`src/rtl/led_glow_pkg.sv`:
```
// -----------------------------------------------------------------------------
// led_glow_pkg
// Shared constants for the LED breathing-glow block so board-level code can
// instantiate led_glow with the same defaults it was built around.
//   LED_GLOW_CNT_WIDTH  : default width of the free-running period counter
//   LED_GLOW_DUTY_WIDTH : default duty resolution in bits
// -----------------------------------------------------------------------------
package led_glow_pkg;

    localparam int LED_GLOW_CNT_WIDTH  = 24;
    localparam int LED_GLOW_DUTY_WIDTH = 4;

endpackage : led_glow_pkg

```
`src/rtl/led_glow_dsm.sv`:
```
// -----------------------------------------------------------------------------
// delta_sigma_mod
// First-order accumulator-carry modulator. Each edge the residue is added to
// the duty value. The carry out of that sum becomes the 1-bit output, so over
// 2^DUTY_WIDTH edges at a constant duty d the output is high on exactly d of
// them.
// Ports:
//   clk   : system clock, rising edge
//   rst   : asynchronous active-high reset, clears the accumulator
//   duty  : requested density, DUTY_WIDTH bits
//   pulse : modulated output, taken straight from the accumulator carry flop
// -----------------------------------------------------------------------------
module delta_sigma_mod
    import led_glow_pkg::*;
#(
    parameter int DUTY_WIDTH = LED_GLOW_DUTY_WIDTH
) (
    input  logic                  clk,
    input  logic                  rst,
    input  logic [DUTY_WIDTH-1:0] duty,
    output logic                  pulse
);

    // acc_q[DUTY_WIDTH] is the carry, the low bits are the residue.
    logic [DUTY_WIDTH:0] acc_d;
    logic [DUTY_WIDTH:0] acc_q;

    // Next accumulator value: the previous carry is dropped and the residue is added to the duty.
    always_comb begin
        acc_d = {1'b0, acc_q[DUTY_WIDTH-1:0]} + {1'b0, duty};
    end

    // Accumulator register with asynchronous clear.
    always_ff @(posedge clk or posedge rst) begin
        if (rst) begin
            acc_q <= {(DUTY_WIDTH+1){1'b0}};
        end else begin
            acc_q <= acc_d;
        end
    end

    // The carry flop drives the output directly, with no logic after the flop.
    assign pulse = acc_q[DUTY_WIDTH];

endmodule : delta_sigma_mod

```
`src/rtl/led_glow.sv`:
```
// -----------------------------------------------------------------------------
// led_glow
// Breathing LED driver. A free-running counter is folded into a triangle-wave
// duty value, and a delta-sigma modulator turns that value into a pulse density
// on the LED. The full breathe period is 2^CNT_WIDTH clocks. Each brightness
// level is held for 2^(CNT_WIDTH-1-DUTY_WIDTH) clocks. CNT_WIDTH must be at
// least DUTY_WIDTH+2.
// Ports:
//   clk : system clock, rising edge
//   rst : asynchronous active-high reset (counter and accumulator cleared)
//   LED : LED drive, 1 = on, taken directly from a flop
// -----------------------------------------------------------------------------
module led_glow
    import led_glow_pkg::*;
#(
    parameter int CNT_WIDTH  = LED_GLOW_CNT_WIDTH,
    parameter int DUTY_WIDTH = LED_GLOW_DUTY_WIDTH
) (
    input  logic clk,
    input  logic rst,
    output logic LED
);

    logic [CNT_WIDTH-1:0]  cnt_d;
    logic [CNT_WIDTH-1:0]  cnt_q;
    logic [DUTY_WIDTH-1:0] ramp_s;
    logic [DUTY_WIDTH-1:0] duty_s;

    // Period counter increment. It wraps naturally at 2^CNT_WIDTH.
    always_comb begin
        cnt_d = cnt_q + {{(CNT_WIDTH-1){1'b0}}, 1'b1};
    end

    // Period counter register with asynchronous clear.
    always_ff @(posedge clk or posedge rst) begin
        if (rst) begin
            cnt_q <= {CNT_WIDTH{1'b0}};
        end else begin
            cnt_q <= cnt_d;
        end
    end

    // Triangle mapping. The first half-period counts down from full brightness
    // and the second half counts back up. Because of this, duty is all-ones on
    // both sides of the counter wrap and the wrap does not glitch.
    always_comb begin
        ramp_s = cnt_q[CNT_WIDTH-2 -: DUTY_WIDTH];
        if (cnt_q[CNT_WIDTH-1]) begin
            duty_s = ramp_s;
        end else begin
            duty_s = ~ramp_s;
        end
    end

    delta_sigma_mod #(
        .DUTY_WIDTH (DUTY_WIDTH)
    ) u_dsm (
        .clk   (clk),
        .rst   (rst),
        .duty  (duty_s),
        .pulse (LED)
    );

endmodule : led_glow

```
`config.mk`:
```
export PLATFORM = sky130hd
export DESIGN_NAME = led_glow
export DESIGN_NICKNAME = d
export VERILOG_FILES = /design/src/rtl/led_glow_pkg.sv /design/src/rtl/led_glow_dsm.sv /design/src/rtl/led_glow.sv
export SDC_FILE = /design/constraint.sdc
export NUM_CORES = 1
export LEC_CHECK = 0
export ABC_CLOCK_PERIOD_IN_PS = 4070
export CAP_MARGIN = 30
export CELL_PAD_IN_SITES_DETAIL_PLACEMENT = 2
export CELL_PAD_IN_SITES_GLOBAL_PLACEMENT = 2
export CORE_ASPECT_RATIO = 0.6
export CORE_UTILIZATION = 30
export DETAILED_ROUTE_END_ITERATION = 10
export PLACE_DENSITY = 0.7
export SYNTH_ARGS = -nofsm -noshare
export SYNTH_HDL_FRONTEND = slang
export SYNTH_SLANG_ARGS = --single-unit
```
`constraint.sdc`:
```
create_clock -name clk -period 4.07 [get_ports clk]
set_input_delay 1.0175 -clock clk [delete_from_list [all_inputs] [get_ports clk]]
set_output_delay 1.0175 -clock clk [all_outputs]
set_load 0.05 [all_outputs]
```
Word-level counts from Yosys, hierarchy flattened:

Cells that the tools add are included.

* register bits after elaboration: 29
* word-level logic and storage cells: 6

* $add $sub $neg: 2
* mux-type cells: 1
* bitwise logic cells: 1

Operators by type and width (count)
* $add 24x1->24 const B: 1
* $add 4x4->5: 1
* $mux 4: 1
* $not 4->4: 1

Logic depth before layout (Yosys ltp):

* depth after elaboration: 3
* mapped depth: 8
* mapped depth without buffers: 7

Cells and area by module:

A second synthesis with hierarchy kept.

* cell total of the unflattened synthesis: 110
* area total of the unflattened synthesis: 1317.5 sq um

By module, submodules not included
* led_glow: times used 1, cells an instance 88, area each 1052.3 sq um
* delta_sigma_mod: times used 1, cells an instance 22, area each 265.3 sq um

Worst setup path after synthesis:

Ideal clock, no wire load.

* kind: flip-flop to output port
* start: register u_dsm.acc_q[4]
* end: output LED
* data arrival time: 0.586 ns
* data required time: 3.053 ns
* path slack: 2.467 ns
* stages on the path, launching flop included: 1
* buffers on the path: 0
* path through: dfrtp_1

RTL lines
* start: declaration: RTL line led_glow_dsm.sv:26 `logic [DUTY_WIDTH:0] acc_q;`
* start signal: assignment: RTL line led_glow_dsm.sv:36 `acc_q <= {(DUTY_WIDTH+1){1'b0}};`
* end: declaration: RTL line led_glow.sv:21 `output logic LED`

No word-level cell between the ends.

Worst setup path after layout:

* start: register u_dsm.acc_q[4]
* end: output LED

No word-level cell between the ends.

==> summary.md <==
| Metric | Value |
|---|---|
| Critical-path cell list | `clkdlybuf4s50_1` |
| Critical path capture point type | `primary output` |
| CP max-delay cell | `clkdlybuf4s50_1` |
| IO Pins | `3` |
| Crit Path Max Fanout | `1` |
| # Post-CTS Setup Buffers | `0` |
| Area Growth Syn to Fin | `14.1%` |
| # diodes | `0` |
| Routed via count | `870` |
| Vias in the first global route | `1055` |
| Met2 wire length | `1400 um` |
| Number of CTS-inserted buffers | `5` |
| Commonest cells after routing, fill and taps aside | `29 x dfrtp_1, 20 x xnor2_1, 9 x nand3_1, 9 x nand2_1, 8 x xor2_1` |
| Post-synthesis mux area share | `0%` |
| Synth Area in XOR/XNOR | `between 10% and 20%` |
| First-pass GRT wire length | `5370 um` |
| WHS | `just under 0.5 ns` |
| Synth top area share | `52.7%` |
| Slew Limit Fails | `0` |
| Number of synthesized flops with an enable pin | `0` |
| Synth Register Bits | `29` |
| Simple-gate area share of the yosys netlist | `a little under a fifth` |
| IO Port Bufs | `2` |
| Main combinational cell family by area after synthesis | `simple AND/OR/NAND/NOR gates` |
| Power share of the sequential group | `53.3%` |
| Total Routing Usage GR | `approximately 16%` |
| Final WL | `3030 um` |
| Clk sinks | `29` |
| Post-DP HPWL | `2290 um` |
| Sequential share of the synthesized area | `52.7%` |
| Worst Hold Class | `register to register` |
| Top sig layer | `met4` |
| Placed cell count | `about 180` |
| Syn nets | `126` |
| Die area | `4870 um^2` |
| Post-synth cell types | `25` |
| Synth Flop Type | `dfrtp_1` |
| Cell internal pwr | `426 uW` |
| VDD IR max | `0.141 mV` |
| M1 WL | `1520 um` |
| # setup viols final | `0` |
| Clk_skew | `roughly 0.005 ns` |
| Row Count | `18` |
| Max-Cap Viols | `0` |
| Number of remaining DRC errors | `0` |
| Slew @ Worst Pin | `0.498 ns` |
| Starting Density | `32.3%` |
| PD cells | `344 nW/um^2` |
| Avg Synthesized Cell Area | `11.7 um^2` |
| WP data arrival | `1.39 ns` |
| Status | `finished, final reports clean` |
| Synth Area in Compound Gates | `roughly 1.3%` |
| Buffer and inverter count on the worst path | `1` |
| Synth async-reset ratio | `100%` |
| Crit path time final | `2.41 ns` |
| Commonest non-fill, non-tap cell in the layout | `dfrtp_1` |
| Leakage | `between 0.0007 and 0.0008 uW` |
| Layout cells sized above 1 | `a little under a tenth` |
| Critical Path RT | `3.05 ns` |
| Met3 wire length | `81 um` |
| Clk_lat worst skew | `approximately 0.28 ns` |
| # hold bufs at CTS | `0` |
| Vias per cell | `4.68` |
| Post-CTS sizing | `0` |
| Grt ovf | `0` |
| Clock network fraction of design power | `44.8%` |
| Die Span Y | `54.5 um` |
| CP Class | `register to primary output` |
| CTS tree | `yes` |
| Syn Std Cell Area | `around 1400 um^2` |
| Maximum root-to-sink buffer count | `2` |
| WL/cell | `16.3 um` |
| Cells after synthesis | `118` |
| Largest net degree at the start of global routing | `22` |
| Sw Ratio | `around a fifth` |
| Initial drt markers | `25` |
| NumNets Final | `134` |
| # H-tree levels | `2` |
| Final worst-path cycle share | `59.2%` |
| Area contributors post-synth | `dfrtp_1 53%, xnor2_1 13%, xor2_1 5.1%` |
| Post-Synth Adder-Cell Area | `6.00%` |
| Die W | `89.4 um` |
| Final Non-Filler Cells | `186` |
| RSZ-0062 raised after global routing | `no` |
| Switching pwr | `115 uW` |
| CP delay by family, top | `buffers and inverters` |
| Yosys warning total | `0` |
| First-pass DRT Iterations | `4` |
| FMAX | `415 MHz` |
| Core Region | `4260 um^2` |
| Slew HR | `around two thirds` |
| Slowest stage delay, CP | `0.80 ns` |
| Clock Pin Slew Worst Setup and Hold Paths | `0.06 ns` |
| Root buffer cell | `clkbuf_8` |
| Final GP Congestion | `0.712` |
| Post-route ant nets | `0` |
| Endpoints failing hold | `0` |
| Combinational power share | `1.8%` |
| Yosys top cell by area | `dfrtp_1` |
| Initial antenna violation count | `0` |
| Fin Setup TNS | `0 ns` |
| CP startpoint kind | `register` |
==> Yosys cell counts, types with 2 or more instances <==
master	count
xnor2_1	20
nor4_4	2
inv_1	7
ha_1	5
nor2_1	3
dfrtp_1	29
xor2_1	8
nand4_1	6
nand3_1	9
and3_1	4
nor3_1	3
nand2_1	9
==> flip-flops by register name, indices dropped and copies added, names as in the netlist <==
signal,flops
cnt_q,24
u_dsm.acc_q,5
==> per-layer routing <==
layer / GRT usage, % / up-vias
met1: 20.4 / 452
met5: 0 / -
met4: 5.56 / 0
met3: 4.52 / 5
li1: - / 407
met2: 26.3 / 6
==> per-stage QoR <==
| stage | setup WS [ns] | power (uW) | utilization (%) | area (um^2) |
|---|---|---|---|---|
| after global placement | 1.71 | 300 | 34.2 | 1460 |
| after detailed placement | 1.95 | 304 | 34.9 | 1480 |
| final | 1.66 | 541 | 36.9 | 1570 |
| after CTS | 1.64 | 552 | 36.9 | 1570 |
| after global routing | 1.62 | 556 | 36.9 | 1570 |
| after floorplan | 2.45 | 298 | - | 1380 |
==> layout make-up <==
cell class | instances | area [um^2]
inverters | 7 | 26.3
fillers | 453 | 2690
repair buffers | 3 | 47.5
flip-flops and latches | 29 | 726
multi-input cells | 80 | 609
clock buffers | 7 | 86.3
well taps | 60 | 75.1
==> power by group through the flow <==
| stage | sequential [uW] | combinational (uW) | clock [uW] |
|---|---|---|---|
| after CTS | 288 | 10.7 | 253 |
| final | 288 | 9.90 | 242 |
| after detailed placement | 294 | 10.6 | 0 |
| after global routing | 288 | 11.3 | 256 |
| after floorplan | 294 | 4.26 | 0 |
| after global placement | 294 | 6.81 | 0 |
==> cell families after synthesis <==
family	Yosys count
DFF	29
adders and majority gates	6
and+or+nand+nor	43
buffers and inverters	9
xor gates and xnor gates	28
AOI/OAI and AO/OA	3
==> final timing paths <==
kind,slack (ns),depth (start not counted),endpoint,from
min reg2reg,0.48,1,u_dsm.acc_q[0]$_DFF_PP0_,u_dsm.acc_q[0]$_DFF_PP0_
min,0.48,1,u_dsm.acc_q[0]$_DFF_PP0_,u_dsm.acc_q[0]$_DFF_PP0_
max,1.66,1,LED,u_dsm.acc_q[4]$_DFF_PP0_
max reg2reg,2.31,7,u_dsm.acc_q[4]$_DFF_PP0_,cnt_q[23]$_DFF_PP0_
min in group asynchronous,1.04,2,cnt_q[20]$_DFF_PP0_,rst
max in group asynchronous,2.58,3,cnt_q[2]$_DFF_PP0_,rst
Note: power is estimated with default switching activity, not from simulation.
